### src/rtl/nq_backtrack_stack_if.sv
// Bus bundle for the N-Queens backtrack stack.
// Handshake: there is no valid/ready pair. clear/push/pop are one-cycle
// commands sampled on every rising clk edge and always accepted. Their
// effect, including on the in_* data, shows on the registered top_* and
// status outputs right after that same edge.
interface nq_backtrack_stack_if #(
  parameter int WIDTH = 32,
  parameter int LVLW  = 6
);
  logic             clear;
  logic             push;
  logic             pop;
  logic [WIDTH-1:0] in_cols;
  logic [WIDTH-1:0] in_ld;
  logic [WIDTH-1:0] in_rd;
  logic [WIDTH-1:0] in_avail;
  logic [WIDTH-1:0] top_cols;
  logic [WIDTH-1:0] top_ld;
  logic [WIDTH-1:0] top_rd;
  logic [WIDTH-1:0] top_avail;
  logic             top_valid;
  logic             full;
  logic [LVLW-1:0]  level;
  logic             ovf_err;
  logic             unf_err;

  modport master (
    output clear, push, pop, in_cols, in_ld, in_rd, in_avail,
    input  top_cols, top_ld, top_rd, top_avail, top_valid, full, level,
           ovf_err, unf_err
  );

  modport slave (
    input  clear, push, pop, in_cols, in_ld, in_rd, in_avail,
    output top_cols, top_ld, top_rd, top_avail, top_valid, full, level,
           ovf_err, unf_err
  );
endinterface

### src/rtl/nq_backtrack_stack.sv
// LIFO backtrack store for the N-Queens solver. The top entry lives in
// dedicated registers so the restore mux sees it straight from flops.
// Entries below the top live in a (DEPTH-1)-deep array.
// The optional macro NQ_STACK_ERR_EN builds the sticky overflow and
// underflow flags. Without it, both flags are tied low.
module nq_backtrack_stack #(
  parameter int WIDTH = 32,
  parameter int DEPTH = 32,
  parameter int LVLW  = 6
) (
  input logic                clk,
  input logic                rst_n,
  nq_backtrack_stack_if.slave bus
);
  typedef struct packed {
    logic [WIDTH-1:0] cols;
    logic [WIDTH-1:0] ld;
    logic [WIDTH-1:0] rd;
    logic [WIDTH-1:0] avail;
  } entry_t;

  localparam int              IDXW    = (DEPTH > 2) ? $clog2(DEPTH - 1) : 1;
  localparam logic [LVLW-1:0] DEPTH_L = LVLW'(DEPTH);
  localparam logic [LVLW-1:0] ONE     = LVLW'(1);
  localparam logic [LVLW-1:0] TWO     = LVLW'(2);

  entry_t          topEntry;
  entry_t          inEntry;
  entry_t          below [DEPTH-1];
  logic [LVLW-1:0] lvl;
  logic [IDXW-1:0] wrIdx;
  logic [IDXW-1:0] rdIdx;
  logic            doPush;
  logic            doPop;
  logic            doReplace;

  assign inEntry = '{cols: bus.in_cols, ld: bus.in_ld, rd: bus.in_rd, avail: bus.in_avail};
  // The old top goes to slot level-1 when a new entry lands on it.
  assign wrIdx = IDXW'(lvl - ONE);
  // The parent of the top sits at level-2.
  assign rdIdx = IDXW'(lvl - TWO);

  // Command decode in priority order. Illegal commands decode to no action.
  always_comb begin
    doPush    = 1'b0;
    doPop     = 1'b0;
    doReplace = 1'b0;
    if (!bus.clear) begin
      if (bus.push && bus.pop) begin
        doReplace = (lvl != '0);
        doPop     = 1'b0;
      end else if (bus.push) begin
        doPush = (lvl != DEPTH_L);
      end else if (bus.pop) begin
        doPop = (lvl != '0);
      end
    end
  end

  // Level counter and top-of-stack registers. Top reads zero when empty.
  always_ff @(posedge clk or negedge rst_n) begin
    if (!rst_n) begin
      lvl      <= '0;
      topEntry <= '0;
    end else if (bus.clear) begin
      lvl      <= '0;
      topEntry <= '0;
    end else if (doReplace) begin
      topEntry <= inEntry;
    end else if (doPush) begin
      topEntry <= inEntry;
      lvl      <= lvl + ONE;
    end else if (doPop) begin
      lvl      <= lvl - ONE;
      topEntry <= (lvl == ONE) ? entry_t'('0) : below[rdIdx];
    end
  end

  // Spill the current top into the array on a push over a non-empty stack.
  // The contents are meaningless after reset, so the array is not reset.
  always_ff @(posedge clk) begin
    if (doPush && (lvl != '0)) begin
      below[wrIdx] <= topEntry;
    end
  end

  assign bus.top_cols  = topEntry.cols;
  assign bus.top_ld    = topEntry.ld;
  assign bus.top_rd    = topEntry.rd;
  assign bus.top_avail = topEntry.avail;
  assign bus.top_valid = (lvl != '0);
  assign bus.full      = (lvl == DEPTH_L);
  assign bus.level     = lvl;

`ifdef NQ_STACK_ERR_EN
  logic ovfErr;
  logic unfErr;
  logic ovfEvt;
  logic unfEvt;

  // A push at full without pop overflows.
  // A pop at empty underflows, with or without push.
  assign ovfEvt = !bus.clear && bus.push && !bus.pop && (lvl == DEPTH_L);
  assign unfEvt = !bus.clear && bus.pop && (lvl == '0);

  // Sticky error flags, released only by clear or reset.
  always_ff @(posedge clk or negedge rst_n) begin
    if (!rst_n) begin
      ovfErr <= 1'b0;
      unfErr <= 1'b0;
    end else if (bus.clear) begin
      ovfErr <= 1'b0;
      unfErr <= 1'b0;
    end else begin
      if (ovfEvt) ovfErr <= 1'b1;
      if (unfEvt) unfErr <= 1'b1;
    end
  end

  assign bus.ovf_err = ovfErr;
  assign bus.unf_err = unfErr;
`else
  assign bus.ovf_err = 1'b0;
  assign bus.unf_err = 1'b0;
`endif
endmodule
### src/flat_wrapper.sv
// flat-port wrapper written by rule: the top's interface ports become plain ports
module nq_backtrack_stack_flat 
#(
  parameter int WIDTH = 32,
  parameter int DEPTH = 32,
  parameter int LVLW  = 6
)
  (clk, rst_n, bus_clear, bus_push, bus_pop, bus_in_cols, bus_in_ld, bus_in_rd, bus_in_avail, bus_top_cols, bus_top_ld, bus_top_rd, bus_top_avail, bus_top_valid, bus_full, bus_level, bus_ovf_err, bus_unf_err);
  nq_backtrack_stack_if #(.WIDTH(WIDTH), .LVLW(LVLW)) bus_i ();
  input logic clk;
  input logic rst_n;
  input wire logic [$bits(bus_i.clear)-1:0] bus_clear;
  input wire logic [$bits(bus_i.push)-1:0] bus_push;
  input wire logic [$bits(bus_i.pop)-1:0] bus_pop;
  input wire logic [$bits(bus_i.in_cols)-1:0] bus_in_cols;
  input wire logic [$bits(bus_i.in_ld)-1:0] bus_in_ld;
  input wire logic [$bits(bus_i.in_rd)-1:0] bus_in_rd;
  input wire logic [$bits(bus_i.in_avail)-1:0] bus_in_avail;
  output wire logic [$bits(bus_i.top_cols)-1:0] bus_top_cols;
  output wire logic [$bits(bus_i.top_ld)-1:0] bus_top_ld;
  output wire logic [$bits(bus_i.top_rd)-1:0] bus_top_rd;
  output wire logic [$bits(bus_i.top_avail)-1:0] bus_top_avail;
  output wire logic [$bits(bus_i.top_valid)-1:0] bus_top_valid;
  output wire logic [$bits(bus_i.full)-1:0] bus_full;
  output wire logic [$bits(bus_i.level)-1:0] bus_level;
  output wire logic [$bits(bus_i.ovf_err)-1:0] bus_ovf_err;
  output wire logic [$bits(bus_i.unf_err)-1:0] bus_unf_err;
  assign bus_i.clear = bus_clear;
  assign bus_i.push = bus_push;
  assign bus_i.pop = bus_pop;
  assign bus_i.in_cols = bus_in_cols;
  assign bus_i.in_ld = bus_in_ld;
  assign bus_i.in_rd = bus_in_rd;
  assign bus_i.in_avail = bus_in_avail;
  assign bus_top_cols = bus_i.top_cols;
  assign bus_top_ld = bus_i.top_ld;
  assign bus_top_rd = bus_i.top_rd;
  assign bus_top_avail = bus_i.top_avail;
  assign bus_top_valid = bus_i.top_valid;
  assign bus_full = bus_i.full;
  assign bus_level = bus_i.level;
  assign bus_ovf_err = bus_i.ovf_err;
  assign bus_unf_err = bus_i.unf_err;
  nq_backtrack_stack #(.WIDTH(WIDTH), .DEPTH(DEPTH), .LVLW(LVLW)) u_core (.clk(clk), .rst_n(rst_n), .bus(bus_i));
endmodule
### config.mk
export PLATFORM = sky130hd
export DESIGN_NAME = nq_backtrack_stack_flat
export DESIGN_NICKNAME = d
export VERILOG_FILES = /design/src/rtl/nq_backtrack_stack_if.sv /design/src/rtl/nq_backtrack_stack.sv /design/src/flat_wrapper.sv
export SDC_FILE = /design/constraint.sdc
export NUM_CORES = 2
export LEC_CHECK = 0
export CORE_MARGIN = 2
export CORE_UTILIZATION = 55
export DETAILED_ROUTE_END_ITERATION = 10
export DONT_BUFFER_PORTS = 1
export GPL_ROUTABILITY_DRIVEN = 0
export PLACE_DENSITY_LB_ADDON = 0.08
export SYNTH_ARGS = -nofsm -noshare
export SYNTH_HDL_FRONTEND = slang
export SYNTH_SLANG_ARGS = --single-unit
### constraint.sdc
create_clock -name clk -period 18.4 [get_ports clk]
set_input_delay 1.84 -clock clk [delete_from_list [all_inputs] [get_ports clk]]
set_output_delay 1.84 -clock clk [all_outputs]
set_load 0.05 [all_outputs]
==> flow_summary.toml <==
[status]
status = "completed"

[clocking]
cts_root_buf = "clkbuf_16"
cts_sinks = 4102
cts_buffers = 412
cts_post_setup_buffers_inserted = 0
path_clk_slew_ns = 0.06
clock_path_buffers = 4
ctsResizeCount = 0
htree_levels = 5
holdBufCountCts = 0
cts_tree = "built"
clk_latency_ns = 0.97

[job]
drv_cap = 0

[pwr]
switching_power_mw = 10.1
p_int_mw = 19.2
leakage_nw = 55.8
seq_power_share_pct = 40.2
p_clk_share_pct = 28.4
powerDensity_mw_per_mm2 = 166
pwr-share-comb_pct = 31.4
switching_share_pct = 34.5
ir_worst_vdd_mv = 0.246

[worst_hold_path]
hp-class = "flop to flop"
holdCritStartpoint = "u_core.bus.top_cols[12]$_DFFE_PN0P_"
whs_path_depth = 0

[synthesis]
synthAdderAreaFrac_pct = 0.0636
seq_area_frac_synth_pct = 77.8
synth_area_mm2 = 0.157
synth-xor-area-share_pct = 0.0556
ys.flop_type = "edfxtp_1"
yosys.cell_types.count = 53
ys_seq_elements = 4102
yosys.area_share.simple_pct = 1.23
synth-compound-area-share_pct = 5.88
synth_top_family_by_area = "multiplexers"
async_flop_share_pct = 3.27
synth_cells = 7716
synth_edf_count = 3968
synth_mux_area_share_pct = 13.6
yosysWarningCount = 0
avgSynthCellArea_um2 = 20.4

[timing]
worstMarginPinSlew_ns = 1.25
finalSetupViolCount = 0
setup_slack_ns = 11.51
rsz0062_at_grt = "false"
maxSlewHeadroom_pct = 16.5
hold_ws_ns = 0.487
max_freq_mhz = 145
finalMaxSlewViolations = 0
setup_tns_ns = 0
fin_crit_ns = 6.89
fin_skew_ns = 0.0666
period_share_pct = 37.4
hold_violations = 0

[drt]
drtPass1Iterations = 5
vias_per_cell = 6.70
drt_wl_total_mm = 433
routedWlPerCell_um = 35.8
drc = 0
ant_nets = 0
vias = 81000
drtIter0Drc = 10300

[final_layout]
final_util_pct = 61.9
fillers = 19800
regArea_mm2 = 0.123
drive_gt1_share_pct = 21.5
final_common_cell = "edfxtp_1"
fin_nets = 8096
multi_input_area_mm2 = 0.0332
area_growth_pct = 12.1
mostFrequentLayoutCells = "edfxtp_1 (3,968), mux4_2 (665), mux2i_1 (460), a21oi_1 (424), clkbuf_16 (418)"
final_area_mm2 = 0.177

[critical_path]
startpoint = "u_core.bus.level[1]$_DFFE_PN0P_"
rr_startpoint = "u_core.bus.level[1]$_DFFE_PN0P_"
worstPathRequired_ns = 18.97
arrival_ns = 7.46
critical_path.startpoint_type = "flop"
path_class = "flop to flop"
cp_max_fo = 41
reg2regPathDepth = 9
endpoint_kind = "flop"

[placed_design]
port_buffers = 0
dpl_cell_area_mm2 = 0.163
dp_hpwl_mm = 206
post-place-ws_ns = 11.39

[grt]
overflow = 0
grt_pass1_wl_mm = 606
first_global_vias = 80600
grt_max_degree = 135
track_usage_pct = 29.6
antenna_found_initial = 12

[floorplanning]
die_w_um = 539
dieHeight_um = 539
start_util_pct = 55.2
core-area_mm2 = 0.285
ios = 271
dieArea_mm2 = 0.290
fp-row-count = 196
## worst max-delay path: stages, from the launching register on
cell and delay, ns:
dfrtp_4 0.91, inv_2 0.35, ha_1 0.31, nor4b_4 0.16
nor3_1 0.73, nand2_1 0.68, nor2_4 0.70, buf_4 0.78
buf_4 0.90, buf_4 0.78
## worst paths after layout
check	to	slack, ns
min	u_core.below[4][108]$_DFFE_PP_	0.49
max in group asynchronous	u_core.bus.top_rd[19]$_DFFE_PN0P_	17.23
max	u_core.below[4][76]$_DFFE_PP_	11.51
min reg2reg	u_core.below[4][108]$_DFFE_PP_	0.49
min in group asynchronous	u_core.bus.top_cols[25]$_DFFE_PN0P_	0.60
max reg2reg	u_core.below[4][76]$_DFFE_PP_	11.51
## through the flow
| step | instances | power [mW] |
|---|---|---|
| finish | 12100 | 29.3 |
| global route | 12100 | 30.4 |
| CTS | 12100 | 29.4 |
| detailed placement | 11300 | 21.1 |
| global placement | 11300 | 21.0 |
| floorplan | 7717 | 17.8 |
## power by group through the flow
stage	Sequential, mW	Combinational, mW	Clock, mW
after floorplan	12.6	5.16	0
after global placement	11.9	9.07	0
after detailed placement	12.0	9.16	0
after CTS	11.8	9.19	8.42
after global routing	11.8	9.75	8.79
final	11.8	9.20	8.34
## layer usage
layer,up-vias,GRT usage (%),part of all wire (%)
met5,-,0,0.017
met3,612,6.69,10
met1,43500,42.1,40
li1,32800,-,-
met2,4028,46.9,48
met4,10,7.20,2.3
## registers in the layout, summed over array words and instances (netlist names)
| register | count |
|---|---|
| u_core.below | 3968 |
| u_core.bus.top_ld | 32 |
| u_core.bus.top_rd | 32 |
| u_core.bus.level | 6 |
| u_core.bus.top_cols | 32 |
| u_core.bus.top_avail | 32 |
## cells in the mapped netlist, drive strengths merged (6+ instances only)
| master | n | share of area [%] |
|---|---|---|
| o31ai | 8 | 0.041 |
| mux2 | 161 | 1.2 |
| buf | 222 | 0.69 |
| inv | 6 | 0.014 |
| nand3 | 23 | 0.073 |
| o22ai | 79 | 0.31 |
| mux2i | 460 | 2.9 |
| o21ai | 163 | 0.52 |
| clkbuf | 266 | 0.63 |
| o221ai | 158 | 0.88 |
| edfxtp | 3968 | 76 |
| a21oi | 426 | 1.4 |
| xnor2 | 6 | 0.033 |
| nor2 | 213 | 0.51 |
| a31oi | 118 | 0.47 |
| a22o | 238 | 1.3 |
| dfrtp | 134 | 2.1 |
| nand2b | 43 | 0.17 |
| mux4 | 665 | 9.5 |
| ha | 8 | 0.064 |
| or3 | 19 | 0.076 |
| a211o | 65 | 0.36 |
| nand2 | 130 | 0.31 |
| a221oi | 82 | 0.46 |
| a22oi | 8 | 0.038 |
| a211oi | 9 | 0.046 |
## kinds of logic (layout without fill, tap and decap cells)
group	after synthesis	after routing
DFF	4102	4102
AOI/OAI and AO/OA	1367	1367
muxes	1286	1286
buffers and inverters	494	1089
and+or+nand+nor	448	448
xor gates and xnor gates	10	10
adders and majority gates	8	8
other	1	5
## cell type report
class | instances | area share [%]
timing repair buffer | 312 | 1.48
sequential | 4102 | 69.4
antenna | 3 | 0.00425
multi-input combinational | 3121 | 18.8
clock inverter | 201 | 1.12
tap | 3762 | 2.67
clock buffer | 570 | 6.52
inverter | 6 | 0.0170
Note: power is estimated with default switching activity, not from simulation.
